[config.mk]
export PLATFORM = sky130hd
export DESIGN_NAME = denise_bus_ctrl_flat
export DESIGN_NICKNAME = d
export VERILOG_FILES = /design/src/rtl/denise_bus_ctrl_if.sv /design/src/rtl/denise_bus_ctrl.sv /design/src/flat_wrapper.sv
export SDC_FILE = /design/constraint.sdc
export NUM_CORES = 1
export LEC_CHECK = 0
export ABC_AREA = 1
export CORE_ASPECT_RATIO = 1.75
export CORE_MARGIN = 2
export CORE_UTILIZATION = 25
export DETAILED_ROUTE_END_ITERATION = 16
export PLACE_DENSITY_LB_ADDON = 0.15
export SYNTH_ARGS = -nofsm -noshare
export SYNTH_HDL_FRONTEND = slang
export SYNTH_SLANG_ARGS = --single-unit
[constraint.sdc]
create_clock -name clk -period 2.35 [get_ports clk]
set_input_delay 0.5875 -clock clk [delete_from_list [all_inputs] [get_ports clk]]
set_output_delay 0.5875 -clock clk [all_outputs]
set_load 0.02 [all_outputs]
[src/rtl/denise_bus_ctrl_if.sv]
// Register-bus signal bundle between the Amiga-side bus sequencer and its surroundings.
// slave = sequencer view, master = environment (synchronisers, register file) view.
interface denise_bus_ctrl_if;
  logic        cck;
  logic        cdac_r;
  logic        cdac_f;
  logic [7:0]  rga;
  logic [15:0] db_in;
  logic [15:0] rd_data;
  logic        reg_wr;
  logic [7:0]  reg_addr;
  logic [15:0] reg_wdata;
  logic        rd_req;
  logic [15:0] db_out;
  logic        db_oen;
  logic        locked;

  modport slave (
    input  cck, cdac_r, cdac_f, rga, db_in, rd_data,
    output reg_wr, reg_addr, reg_wdata, rd_req, db_out, db_oen, locked
  );

  modport master (
    output cck, cdac_r, cdac_f, rga, db_in, rd_data,
    input  reg_wr, reg_addr, reg_wdata, rd_req, db_out, db_oen, locked
  );
endinterface

[src/rtl/denise_bus_ctrl.sv]
// Denise register-bus cycle sequencer: CCK phase tracking, write forwarding, read sequencing.
// Optional: define DENISE_BUS_ECS_ID_EN to answer DENISEID ($07C) reads on DB.
module denise_bus_ctrl #(
  parameter int unsigned TIMEOUT  = 15,
  parameter logic [7:0]  NOP_ADDR = 8'hFF
) (
  input  logic               clk,
  input  logic               reset,
  denise_bus_ctrl_if.slave   bus
);

  localparam logic [7:0] TmoLim     = 8'(TIMEOUT);
  localparam logic [7:0] ClxdatAddr = 8'h07;  // $00E
  localparam logic [7:0] DenIdAddr  = 8'h3E;  // $07C

  typedef enum logic [2:0] {StIdle, StAddr, StWrWait, StRdReq, StRdDrive} state_e;

  state_e      state_q, state_d;
  logic [1:0]  ph_q, ph_d;
  logic        cck_prev_q, cck_prev_d;
  logic [7:0]  tmo_q, tmo_d;
  logic        locked_q, locked_d;
  logic        reg_wr_q, reg_wr_d;
  logic        rd_req_q, rd_req_d;
  logic        db_oen_q, db_oen_d;
  logic [7:0]  reg_addr_q, reg_addr_d;
  logic [15:0] reg_wdata_q, reg_wdata_d;
  logic [15:0] db_out_q, db_out_d;

  logic ev, cyc_start, tmo_hit, is_read, oen_kill;

  assign ev        = bus.cdac_r | bus.cdac_f;
  assign cyc_start = ev & bus.cck & ~cck_prev_q;

`ifdef DENISE_BUS_ECS_ID_EN
  assign is_read = (reg_addr_q == ClxdatAddr) || (reg_addr_q == DenIdAddr);
`else
  assign is_read = (reg_addr_q == ClxdatAddr);
`endif

  always_comb begin
    cck_prev_d = ev ? bus.cck : cck_prev_q;
    ph_d       = ph_q;
    if (cyc_start) begin
      ph_d = 2'd0;
    end else if (ev) begin
      ph_d = ph_q + 2'd1;
    end
    if (ev) begin
      tmo_d = 8'd0;
    end else if (tmo_q == 8'hFF) begin
      tmo_d = tmo_q;
    end else begin
      tmo_d = tmo_q + 8'd1;
    end
    tmo_hit  = (tmo_d >= TmoLim);
    locked_d = locked_q;
    if (cyc_start) begin
      locked_d = 1'b1;
    end
    if (tmo_hit) begin
      locked_d = 1'b0;
    end
  end

  always_comb begin
    state_d     = state_q;
    reg_addr_d  = reg_addr_q;
    reg_wdata_d = reg_wdata_q;
    db_out_d    = db_out_q;
    db_oen_d    = db_oen_q;
    reg_wr_d    = 1'b0;
    rd_req_d    = 1'b0;
    if (tmo_hit) begin
      state_d  = StIdle;
      db_oen_d = 1'b0;
    end else if (cyc_start) begin
      // A new cycle start always wins; any access in flight is dropped.
      db_oen_d = 1'b0;
      if (locked_q) begin
        reg_addr_d = bus.rga;
        state_d    = StAddr;
      end else begin
        state_d = StIdle;
      end
    end else begin
      unique case (state_q)
        StIdle: ;
        StAddr: begin
          if (reg_addr_q == NOP_ADDR) begin
            state_d = StIdle;
          end else if (is_read) begin
            state_d  = StRdReq;
            rd_req_d = 1'b1;
          end else begin
            state_d = StWrWait;
          end
        end
        StWrWait: begin
          if (ev && ph_d == 2'd2) begin
            reg_wdata_d = bus.db_in;
            reg_wr_d    = 1'b1;
            state_d     = StIdle;
          end
        end
        StRdReq: begin
          // First clk carries the request; rd_data is valid on the second.
          if (!rd_req_q) begin
            db_out_d = bus.rd_data;
            db_oen_d = 1'b1;
            state_d  = StRdDrive;
          end
        end
        StRdDrive: begin
          if (ev && ph_d == 2'd3) begin
            db_oen_d = 1'b0;
            state_d  = StIdle;
          end
        end
        default: state_d = StIdle;
      endcase
    end
  end

  // Release DB combinationally in the strobe clk that ends or aborts the drive.
  assign oen_kill = cyc_start | ((state_q == StRdDrive) & ev & (ph_d == 2'd3));

  always_ff @(posedge clk) begin
    if (reset) begin
      state_q     <= StIdle;
      ph_q        <= 2'd0;
      cck_prev_q  <= 1'b0;
      tmo_q       <= 8'd0;
      locked_q    <= 1'b0;
      reg_wr_q    <= 1'b0;
      rd_req_q    <= 1'b0;
      db_oen_q    <= 1'b0;
      reg_addr_q  <= 8'd0;
      reg_wdata_q <= 16'd0;
      db_out_q    <= 16'd0;
    end else begin
      state_q     <= state_d;
      ph_q        <= ph_d;
      cck_prev_q  <= cck_prev_d;
      tmo_q       <= tmo_d;
      locked_q    <= locked_d;
      reg_wr_q    <= reg_wr_d;
      rd_req_q    <= rd_req_d;
      db_oen_q    <= db_oen_d;
      reg_addr_q  <= reg_addr_d;
      reg_wdata_q <= reg_wdata_d;
      db_out_q    <= db_out_d;
    end
  end

  assign bus.reg_wr    = reg_wr_q;
  assign bus.rd_req    = rd_req_q;
  assign bus.db_oen    = db_oen_q & ~oen_kill;
  assign bus.locked    = locked_q;
  assign bus.reg_addr  = reg_addr_q;
  assign bus.reg_wdata = reg_wdata_q;
  assign bus.db_out    = db_out_q;

endmodule
[src/flat_wrapper.sv]
// flat-port wrapper written by rule: the top's interface ports become plain ports
module denise_bus_ctrl_flat 
#(
  parameter int unsigned TIMEOUT  = 15,
  parameter logic [7:0]  NOP_ADDR = 8'hFF
)
  (clk, reset, bus_cck, bus_cdac_r, bus_cdac_f, bus_rga, bus_db_in, bus_rd_data, bus_reg_wr, bus_reg_addr, bus_reg_wdata, bus_rd_req, bus_db_out, bus_db_oen, bus_locked);
  denise_bus_ctrl_if bus_i ();
  input  logic clk;
  input  logic reset;
  input wire logic [$bits(bus_i.cck)-1:0] bus_cck;
  input wire logic [$bits(bus_i.cdac_r)-1:0] bus_cdac_r;
  input wire logic [$bits(bus_i.cdac_f)-1:0] bus_cdac_f;
  input wire logic [$bits(bus_i.rga)-1:0] bus_rga;
  input wire logic [$bits(bus_i.db_in)-1:0] bus_db_in;
  input wire logic [$bits(bus_i.rd_data)-1:0] bus_rd_data;
  output wire logic [$bits(bus_i.reg_wr)-1:0] bus_reg_wr;
  output wire logic [$bits(bus_i.reg_addr)-1:0] bus_reg_addr;
  output wire logic [$bits(bus_i.reg_wdata)-1:0] bus_reg_wdata;
  output wire logic [$bits(bus_i.rd_req)-1:0] bus_rd_req;
  output wire logic [$bits(bus_i.db_out)-1:0] bus_db_out;
  output wire logic [$bits(bus_i.db_oen)-1:0] bus_db_oen;
  output wire logic [$bits(bus_i.locked)-1:0] bus_locked;
  assign bus_i.cck = bus_cck;
  assign bus_i.cdac_r = bus_cdac_r;
  assign bus_i.cdac_f = bus_cdac_f;
  assign bus_i.rga = bus_rga;
  assign bus_i.db_in = bus_db_in;
  assign bus_i.rd_data = bus_rd_data;
  assign bus_reg_wr = bus_i.reg_wr;
  assign bus_reg_addr = bus_i.reg_addr;
  assign bus_reg_wdata = bus_i.reg_wdata;
  assign bus_rd_req = bus_i.rd_req;
  assign bus_db_out = bus_i.db_out;
  assign bus_db_oen = bus_i.db_oen;
  assign bus_locked = bus_i.locked;
  denise_bus_ctrl #(.TIMEOUT(TIMEOUT), .NOP_ADDR(NOP_ADDR)) u_core (.clk(clk), .reset(reset), .bus(bus_i));
endmodule
Yosys cells after proc, flatten, opt, wreduce, memory -nomap -nowiden. Index checks and enable logic that the tools add are counted.

Register bits: 58. Output and inout bits: 44.

Add/sub/neg operators: 2. Magnitude comparators: 1. Equality and inequality tests: 15. Muxes and demuxes: 17. Bitwise logic cells: 14. Reduce and logical (&&, ||, !) cells: 13.

Operators with widths (count): 8-bit == test (second input constant) (2); 8-bit 2-to-1 mux (2); 3-bit 2-to-1 mux (5); 3-bit case mux with 5 select lines (1); 4-bit AND reduction (3); 8-bit by 1-bit adder with 8-bit output (second input constant) (1); 8-bit by 3-bit == test with 1-bit output (second input constant) (1); 8-bit by 4-bit greater-or-equal comparator with 1-bit output (second input constant) (1); 1-bit inverter (7); 3-bit by 2-bit == test with 1-bit output (second input constant) (2); 1-bit 2-to-1 mux (6); 3-bit by 1-bit inequality test with 1-bit output (second input constant) (2); 3-bit AND reduction (2); 1-bit bitwise AND (5); 5-bit OR reduction (1); 2-bit == test (second input constant) (2); 2-bit 2-to-1 mux (2); 2-bit by 1-bit inequality test with 1-bit output (second input constant) (2); 4-bit OR reduction (1); 3-bit by 1-bit == test with 1-bit output (second input constant) (1); 3-bit == test (second input constant) (1); 3-bit logical NOT (1); 3-bit inequality test (second input constant) (1); 3-bit OR reduction (1); other kinds (7) (9).

Logic depth before layout (Yosys ltp). Gate-level depths: netlist of the first run.

Depth after elaboration: 9. Depth in mapped cells: 13.

Worst setup path before layout of the first run. OpenSTA, ideal clock, no wires.

Kind: in2out. From: input bus_cdac_r. To: output bus_db_oen. Data arrival time: 1.439 ns. Required time: 1.762 ns. Setup slack: 0.324 ns. Stages on the path: 6. Cells stage by stage: inv_2 nand2_1 nand3b_1 clkbuf_1 nand3_1 inv_1.

Longest elaborated chain between the ends: 9.

Ends and longest elaborated chain: start: declaration (RTL line flat_wrapper.sv:12) `input wire logic [$bits(bus_i.cdac_r)-1:0] bus_cdac_r;`; 1-bit OR (*) (RTL line denise_bus_ctrl.sv:32) `assign ev = bus.cdac_r | bus.cdac_f;`; 1-bit bitwise AND (2 in a row) (RTL line denise_bus_ctrl.sv:33) `assign cyc_start = ev & bus.cck & ~cck_prev_q;`; 2-bit 2-to-1 mux (RTL line denise_bus_ctrl.sv:44) `if (cyc_start) begin`; 2-bit == test (RTL line denise_bus_ctrl.sv:126) `assign oen_kill = cyc_start | ((state_q == StRdDrive) & ev & (ph_d == 2'd3));`; 1-bit bitwise AND (RTL line denise_bus_ctrl.sv:126); 1-bit OR (*) (RTL line denise_bus_ctrl.sv:126); 1-bit inverter (*) (RTL line denise_bus_ctrl.sv:158) `assign bus.db_oen = db_oen_q & ~oen_kill;`; 1-bit bitwise AND (*) (RTL line denise_bus_ctrl.sv:158); end: declaration (RTL line flat_wrapper.sv:22) `output wire logic [$bits(bus_i.db_oen)-1:0] bus_db_oen;`.

Mark *: on every way between the ends. The rest lies on a longest branch, timed or not.

Worst setup path after layout of the first run.
From: input bus_cdac_f. To: output bus_db_oen.

Longest elaborated chain between the ends: 9.

Ends and longest elaborated chain: start: declaration (RTL line flat_wrapper.sv:13) `input wire logic [$bits(bus_i.cdac_f)-1:0] bus_cdac_f;`; 1-bit OR (*) (RTL line denise_bus_ctrl.sv:32); 1-bit bitwise AND (2 in a row) (RTL line denise_bus_ctrl.sv:33); 2-bit 2-to-1 mux (RTL line denise_bus_ctrl.sv:44); 2-bit == test (RTL line denise_bus_ctrl.sv:126); 1-bit bitwise AND (RTL line denise_bus_ctrl.sv:126); 1-bit OR (*) (RTL line denise_bus_ctrl.sv:126); 1-bit inverter (*) (RTL line denise_bus_ctrl.sv:158); 1-bit bitwise AND (*) (RTL line denise_bus_ctrl.sv:158).

Marks and branches as above.

==> out/qor.yml, run 1 <==
status:
  status: "completed"
die:
  rows: 50
  core_um2: 10640
  die_area_um2: 11710
  die_w_um: 82.67
  vert_die_dim_um: 141.7
  number_of_primary_i_o_pins: 89
  floorplan.initialDensity_pct: 25.46
drt:
  ant_nets: 0
  met2_wl_post_dr_mm: 3.868
  via_per_inst: 4.218
  remaining_drc_errors: 0
  met3_length_um: 298
  drt_first_pass_iters: 6
  finalWirelength_mm: 7.082
  initial_drc_count: 100
  route.layer.met1.wl_mm: 2.704
  top_layer_used: "met4"
  wl_per_cell_um: 11.19
  route.vias.total: 2670
grt:
  gr-usage-all-layers_pct: 13.12
  first_global_vias: 2548
  grt_start_max_net_pins: 34
  grt.overflow.total: 0
  grt_pass1_wl_mm: 11.55
  grt_antenna_before_repair: 0
synthesis:
  syn_inst: 391
  yosysWarningCount: 0
  synth.lib_cells_used.distinct: 26
  netlist_area_pre_place_um2: 2708
  syn_area_per_cell_um2: 6.925
  postSynthRegisterBits: 58
  syn-num-nets: 437
  synth_sequential_area_ratio_pct: 42.88
finish:
  multi_input_area_um2: 1131
  fillers: 1145
  final_cell_mix: "sky130_fd_sc_hd__inv_1, sky130_fd_sc_hd__clkdlybuf4s50_1, sky130_fd_sc_hd__dfxtp_1"
  postLayoutCoreUtil_pct: 39.56
  final_layout_size_suffix_gt1_share_pct: 15.11
  sequential_cell_area_um2: 1161
  diodes: 0
  design.final.nets: 544
  area_delta_synth_final_pct: 55.41
placement:
  pre_cts_ws_ns: -0.5946
  placement.io_buffers: 88
  place.detailed.hpwl_mm: 5.385
  gp_congestion: 0.8184
run:
  max_cap_viol_count: 0
timing:
  hold_viol_final: 0
  final_period_minus_worst_setup_slack_ns: 2.202
  clock-skew-final_ns: 0.006625
  maxClockFrequency_ghz: 0.4541
  rsz0062_at_grt: "no"
  final-setup-viol-count: 0
  slew-limit-headroom_pct: 71.79
  min_period_over_period_pct: 93.72
  report.final.slew_viol_count: 0
  worst_slew_pin_slew_ns: 0.4227
  final_critical_path_setup_slack_ns: 0.1477
clock_tree:
  tritoncts.num_buffers: 9
  clock_tree.htree_level_count: 3
  tritoncts: "yes"
  clkLatencyLatePin_ns: 0.32
  number_of_buffers_inserted_for_hold_repair_after_clock_tree_synthesis: 0
  clkTransAtPathRegs_ns: 0.05
  cts.root.buffer_cell: "sky130_fd_sc_hd__clkbuf_16"
  cts_num_sinks: 58
  cts_max_path_buffers: 2
critical_path:
  worst-setup-path-type: "in -> out"
  crit_slowest_cell: "sky130_fd_sc_hd__dlygate4sd2_1"
  worst_reg_to_reg_cells: 12
  reg2reg_from: "u_core.tmo_q[0]"
  cp_common_cell: "sky130_fd_sc_hd__inv_2"
  timing.critical_path.required_ns: 1.76
  critical-path-max-stage-delay_ns: 0.24
  worst_setup_path_endpoint: "bus_db_oen"
  worstSetupStartpoint: "bus_cdac_f"
  timing.critical_path.to_type: "output pin"
  crit_path_start_kind: "primary input"
  path_cells: "dlygate4sd2_1 -> inv_2 -> nand2_4 -> nand3b_1 -> nand4_1 -> nor2_2 -> inv_2 -> nand3_2 -> inv_2 -> buf_6"
  setup.reg_to_reg.worst_slack_ns: 0.42
  endpoint_of_the_most_critical_register_to_register_path: "u_core.bus.db_out[15]"
  crit_path_max_fanout: 3
  cp_data_arrival_time_ns: 1.61
pwr:
  vdd.ir_drop.worst_mv: 0.3400
  p_leak_nw: 1.750
  finalPower_w: 0.002621
  powerDensity_nw_per_um2: 622.8
min_path:
  hold_path.class: "reg -> reg"
[flip-flops by register name, indices dropped and copies added (netlist names)]
register and flops:
u_core.bus.reg_wr 1, u_core.ph_q 2, u_core.tmo_q 8, u_core.state_q 3
u_core.bus.reg_wdata 16, u_core.cck_prev_q 1, u_core.bus.db_out 16, u_core.bus.rd_req 1
u_core.bus.locked 1, u_core.bus.reg_addr 8, u_core.db_oen_q 1
[cell families after synthesis]
family                   synth area share [%]
flip-flops                              42.88
AND/OR/NAND/NOR                         29.58
AO/OA/AOI/OAI                           11.18
adder cells (fa/ha/maj)                0.4620
buffers and inverters                   15.90
[how the worst min path moves through the flow]
stage,start,cells past startpoint,slack [ns],to
final,u_core.bus.reg_wdata[15],2,0.44,u_core.bus.reg_wdata[15]
after global routing,u_core.bus.reg_wdata[7],2,0.46,u_core.bus.reg_wdata[7]
after CTS,u_core.bus.reg_wdata[15],2,0.45,u_core.bus.reg_wdata[15]
after detailed placement,u_core.bus.reg_wdata[15],2,0.44,u_core.bus.reg_wdata[15]
after global placement,u_core.bus.reg_wdata[9],2,0.43,u_core.bus.reg_wdata[9]
after floorplan,u_core.cck_prev_q,2,0.44,u_core.cck_prev_q
[metal layers]
metal	track usage, %	vias up
met4	6.816	0
met5	0	-
met3	4.008	12
li1	-	1426
met1	13.13	1177
met2	23.47	55
[what timing repair did]
action,in CTS,in global routing
setup buffers,1,1
setup endpoints to repair,1,1
resized for setup,10,5
pin swaps,3,3
[worst max-delay path: cells and delay by family]
kind / cells / cell delay, ns
buf+inv: 5 / 0.50
simple gates: 5 / 0.53
[final cells by class]
type / instances / area share (%)
Clock buffer: 11 / 5.769
Clock inverter: 5 / 1.844
Inverter: 96 / 8.564
Multi-Input combinational cell: 223 / 26.88
Sequential cell: 58 / 27.59
Tap cell: 130 / 3.866
Timing Repair Buffer: 110 / 25.48
[power by group]
group          internal [W]  total, W  switching, W
logic              0.000116  0.000207     0.0000904
clock network      0.000952   0.00141      0.000453
registers           0.00100   0.00101    0.00000915
total               0.00207   0.00262      0.000552
[per-stage QoR]
step           std cells  hold slack [ns]  TNS (ns)  instance area, µm²
3_3_place_gp         615           0.4311    -1.766                3856
4_1_cts              632           0.4456         0                4190
2_1_floorplan        391           0.4353         0                2708
5_1_grt              633           0.4605         0                4208
3_5_place_dp         615           0.4362    -2.345                3856
6_report             633           0.4415         0                4208
[synth_stat cells]
| cell | instances | area (µm²) |
|---|---|---|
| sky130_fd_sc_hd__nor2_1 | 40 | 150.1 |
| sky130_fd_sc_hd__a21oi_1 | 30 | 150.1 |
| sky130_fd_sc_hd__clkinv_1 | 1 | 3.750 |
| sky130_fd_sc_hd__nor2_4 | 1 | 11.26 |
| sky130_fd_sc_hd__nor3_1 | 2 | 10.01 |
| sky130_fd_sc_hd__nand3b_1 | 1 | 7.510 |
| sky130_fd_sc_hd__ha_1 | 1 | 12.51 |
| sky130_fd_sc_hd__nand2_4 | 1 | 11.26 |
| sky130_fd_sc_hd__buf_2 | 2 | 10.01 |
| sky130_fd_sc_hd__nand4_1 | 22 | 137.6 |
| sky130_fd_sc_hd__a211oi_1 | 1 | 7.510 |
| sky130_fd_sc_hd__nand2_1 | 50 | 187.7 |
| sky130_fd_sc_hd__dfxtp_1 | 58 | 1161 |
| sky130_fd_sc_hd__buf_6 | 2 | 22.52 |
| sky130_fd_sc_hd__nand2_2 | 13 | 81.33 |
| sky130_fd_sc_hd__nand3_1 | 20 | 100.1 |
| sky130_fd_sc_hd__nor2_8 | 1 | 20.02 |
| sky130_fd_sc_hd__inv_2 | 9 | 33.78 |
| sky130_fd_sc_hd__o21ai_1 | 4 | 20.02 |
| sky130_fd_sc_hd__nor2_2 | 6 | 37.54 |
| sky130_fd_sc_hd__nor4_1 | 3 | 18.77 |
| sky130_fd_sc_hd__clkbuf_1 | 10 | 37.54 |
| sky130_fd_sc_hd__inv_1 | 86 | 322.8 |
| sky130_fd_sc_hd__nand3_4 | 1 | 17.52 |
| sky130_fd_sc_hd__o21ai_0 | 25 | 125.1 |
| sky130_fd_sc_hd__nand3_2 | 1 | 10.01 |
Power figures use the tool's default switching activity.
==> run 2: changes to the inputs <==
--- a/config.mk
+++ b/config.mk
@@ -9,6 +9,7 @@
 export CORE_ASPECT_RATIO = 1.75
 export CORE_MARGIN = 2
 export CORE_UTILIZATION = 25
+export CTS_BUF_LIST = sky130_fd_sc_hd__clkbuf_4 sky130_fd_sc_hd__clkbuf_8 sky130_fd_sc_hd__clkbuf_16
 export DETAILED_ROUTE_END_ITERATION = 16
 export PLACE_DENSITY_LB_ADDON = 0.15
 export SYNTH_ARGS = -nofsm -noshare
==> run 2 against run 1 <==
  * Final area barely moved
  * Clock-buffer cell count did not move
  * Global-route usage did not move
  * Wire length did not move
  * Clock power barely moved
  * Highest routed layer unchanged
  * Flip-flop and latch count did not move
  * Largest power group unchanged
  * Critical path depth did not move
  * Power rose by 0.44%
  * Utilization barely moved
  * Sequential power barely moved
==> out/qor.yml, run 2 (synthesized netlist as in run 1, its figures left out) <==
drt:
  initial_drc_count: 100
  ant_nets: 0
  remaining_drc_errors: 0
  via_per_inst: 4.218
  finalWirelength_mm: 7.082
  wl_per_cell_um: 11.19
  route.vias.total: 2670
  drt_first_pass_iters: 6
critical_path:
  cp_data_arrival_time_ns: 1.61
  timing.critical_path.to_type: "output pin"
  timing.critical_path.required_ns: 1.76
  worst-setup-path-type: "in -> out"
  crit_path_max_fanout: 3
  crit_path_start_kind: "primary input"
grt:
  grt.overflow.total: 0
  grt_pass1_wl_mm: 11.55
  grt_antenna_before_repair: 0
  grt_start_max_net_pins: 34
  first_global_vias: 2548
  gr-usage-all-layers_pct: 13.12
run:
  max_cap_viol_count: 0
timing:
  final-setup-viol-count: 0
  slew-limit-headroom_pct: 71.79
  report.final.slew_viol_count: 0
  min_period_over_period_pct: 93.72
  rsz0062_at_grt: "no"
  clock-skew-final_ns: 0.006625
  tns_setup_ns: 0
  worst_slew_pin_slew_ns: 0.4227
  hold_viol_final: 0
  maxClockFrequency_ghz: 0.4541
  final_period_minus_worst_setup_slack_ns: 2.202
  final.hold.worst_slack_ns: 0.4415
pwr:
  vdd.ir_drop.worst_mv: 0.3400
  switchingPower_w: 0.0005525
  share_clk_of_total_power_pct: 53.8
  switching_share_pct: 20.99
  seqPwrFrac_pct: 38.3
  p_int_w: 0.002080
  logic_pwr_share_pct: 7.8
  p_leak_nw: 1.754
  powerDensity_nw_per_um2: 625.0
finish:
  diodes: 0
  final_layout_size_suffix_gt1_share_pct: 15.31
  design.final.nets: 544
  area_delta_synth_final_pct: 55.55
  final_cell_mix: "sky130_fd_sc_hd__inv_1, sky130_fd_sc_hd__clkdlybuf4s50_1, sky130_fd_sc_hd__dfxtp_1"
clock_tree:
  clkTransAtPathRegs_ns: 0.05
  cts_max_path_buffers: 2
  cts_num_sinks: 58
  cts.root.buffer_cell: "sky130_fd_sc_hd__clkbuf_16"
  clkLatencyLatePin_ns: 0.32
  tritoncts.num_buffers: 9
  tritoncts: "yes"
  clock_tree.htree_level_count: 3
die:
  die_area_um2: 11710
  rows: 50
  floorplan.initialDensity_pct: 25.46
  die_w_um: 82.67
  number_of_primary_i_o_pins: 89
  vert_die_dim_um: 141.7
  core_um2: 10640
placement:
  place.detailed.hpwl_mm: 5.385
  gp_congestion: 0.8184
  placement.io_buffers: 88
min_path:
  hold_path.class: "reg -> reg"
status:
  status: "completed"
[run 2: timing repair]
item | in CTS | in global routing
hold buffers | 0 | 0
setup buffers | 1 | 1
setup endpoints to repair | 1 | 1
resized for setup | 10 | 5
pin swaps | 3 | 3
[run 2: final timing paths]
kind | startpoint | end | slack [ns] | depth (start not counted)
max | bus_cdac_f | bus_db_oen | 0.15 | 10
min | u_core.bus.reg_wdata[15] | u_core.bus.reg_wdata[15] | 0.44 | 2
max reg2reg | u_core.tmo_q[0] | u_core.bus.db_out[15] | 0.42 | 12
min reg2reg | u_core.bus.reg_wdata[15] | u_core.bus.reg_wdata[15] | 0.44 | 2
[run 2: metal layers]
metal  wire, µm  track usage, %  vias up
li1           -               -     1426
met4        212           6.816        0
met5          0               0        -
met2       3868           23.47       55
met3        298           4.008       12
met1       2704           13.13     1177
[run 2: cell type report]
cell class              count  area, µm²
clock buffers              11      246.5
clock inverters             5      77.57
fillers                  1146       6424
inverters                  96      360.3
multi-input cells         223       1131
flip-flops and latches     58       1161
well taps                 130      162.7
repair buffers            110       1072
[run 2: metrics by stage]
step,instance area [µm²],setup slack [ns],utilization (%),cells,power [W]
2_1_floorplan,2708,0.3237,-,391,0.001110
3_3_place_gp,3856,-0.5800,36.26,615,0.001235
3_5_place_dp,3856,-0.5946,36.26,615,0.001237
4_1_cts,4194,0.01081,39.44,632,0.002676
5_1_grt,4212,0.01053,39.60,633,0.002745
6_report,4212,0.1477,39.60,633,0.002632
[run 2: worst max-delay path, cell delays in order]
cell and delay (ns):
sky130_fd_sc_hd__dlygate4sd2_1 0.24, sky130_fd_sc_hd__inv_2 0.06, sky130_fd_sc_hd__nand2_4 0.06, sky130_fd_sc_hd__nand3b_1 0.10, sky130_fd_sc_hd__nand4_1 0.16, sky130_fd_sc_hd__nor2_2 0.15, sky130_fd_sc_hd__inv_2 0.05, sky130_fd_sc_hd__nand3_2 0.06
sky130_fd_sc_hd__inv_2 0.03, sky130_fd_sc_hd__buf_6 0.12
[run 2: power by group through the flow]
stage	sequential, W	clock (W)	combinational [W]
after detailed placement	0.00103	0	0.000207
after CTS	0.00101	0.00146	0.000208
after global routing	0.00101	0.00150	0.000230
after global placement	0.00103	0	0.000205
after floorplan	0.00104	0	0.0000701
final	0.00101	0.00142	0.000207
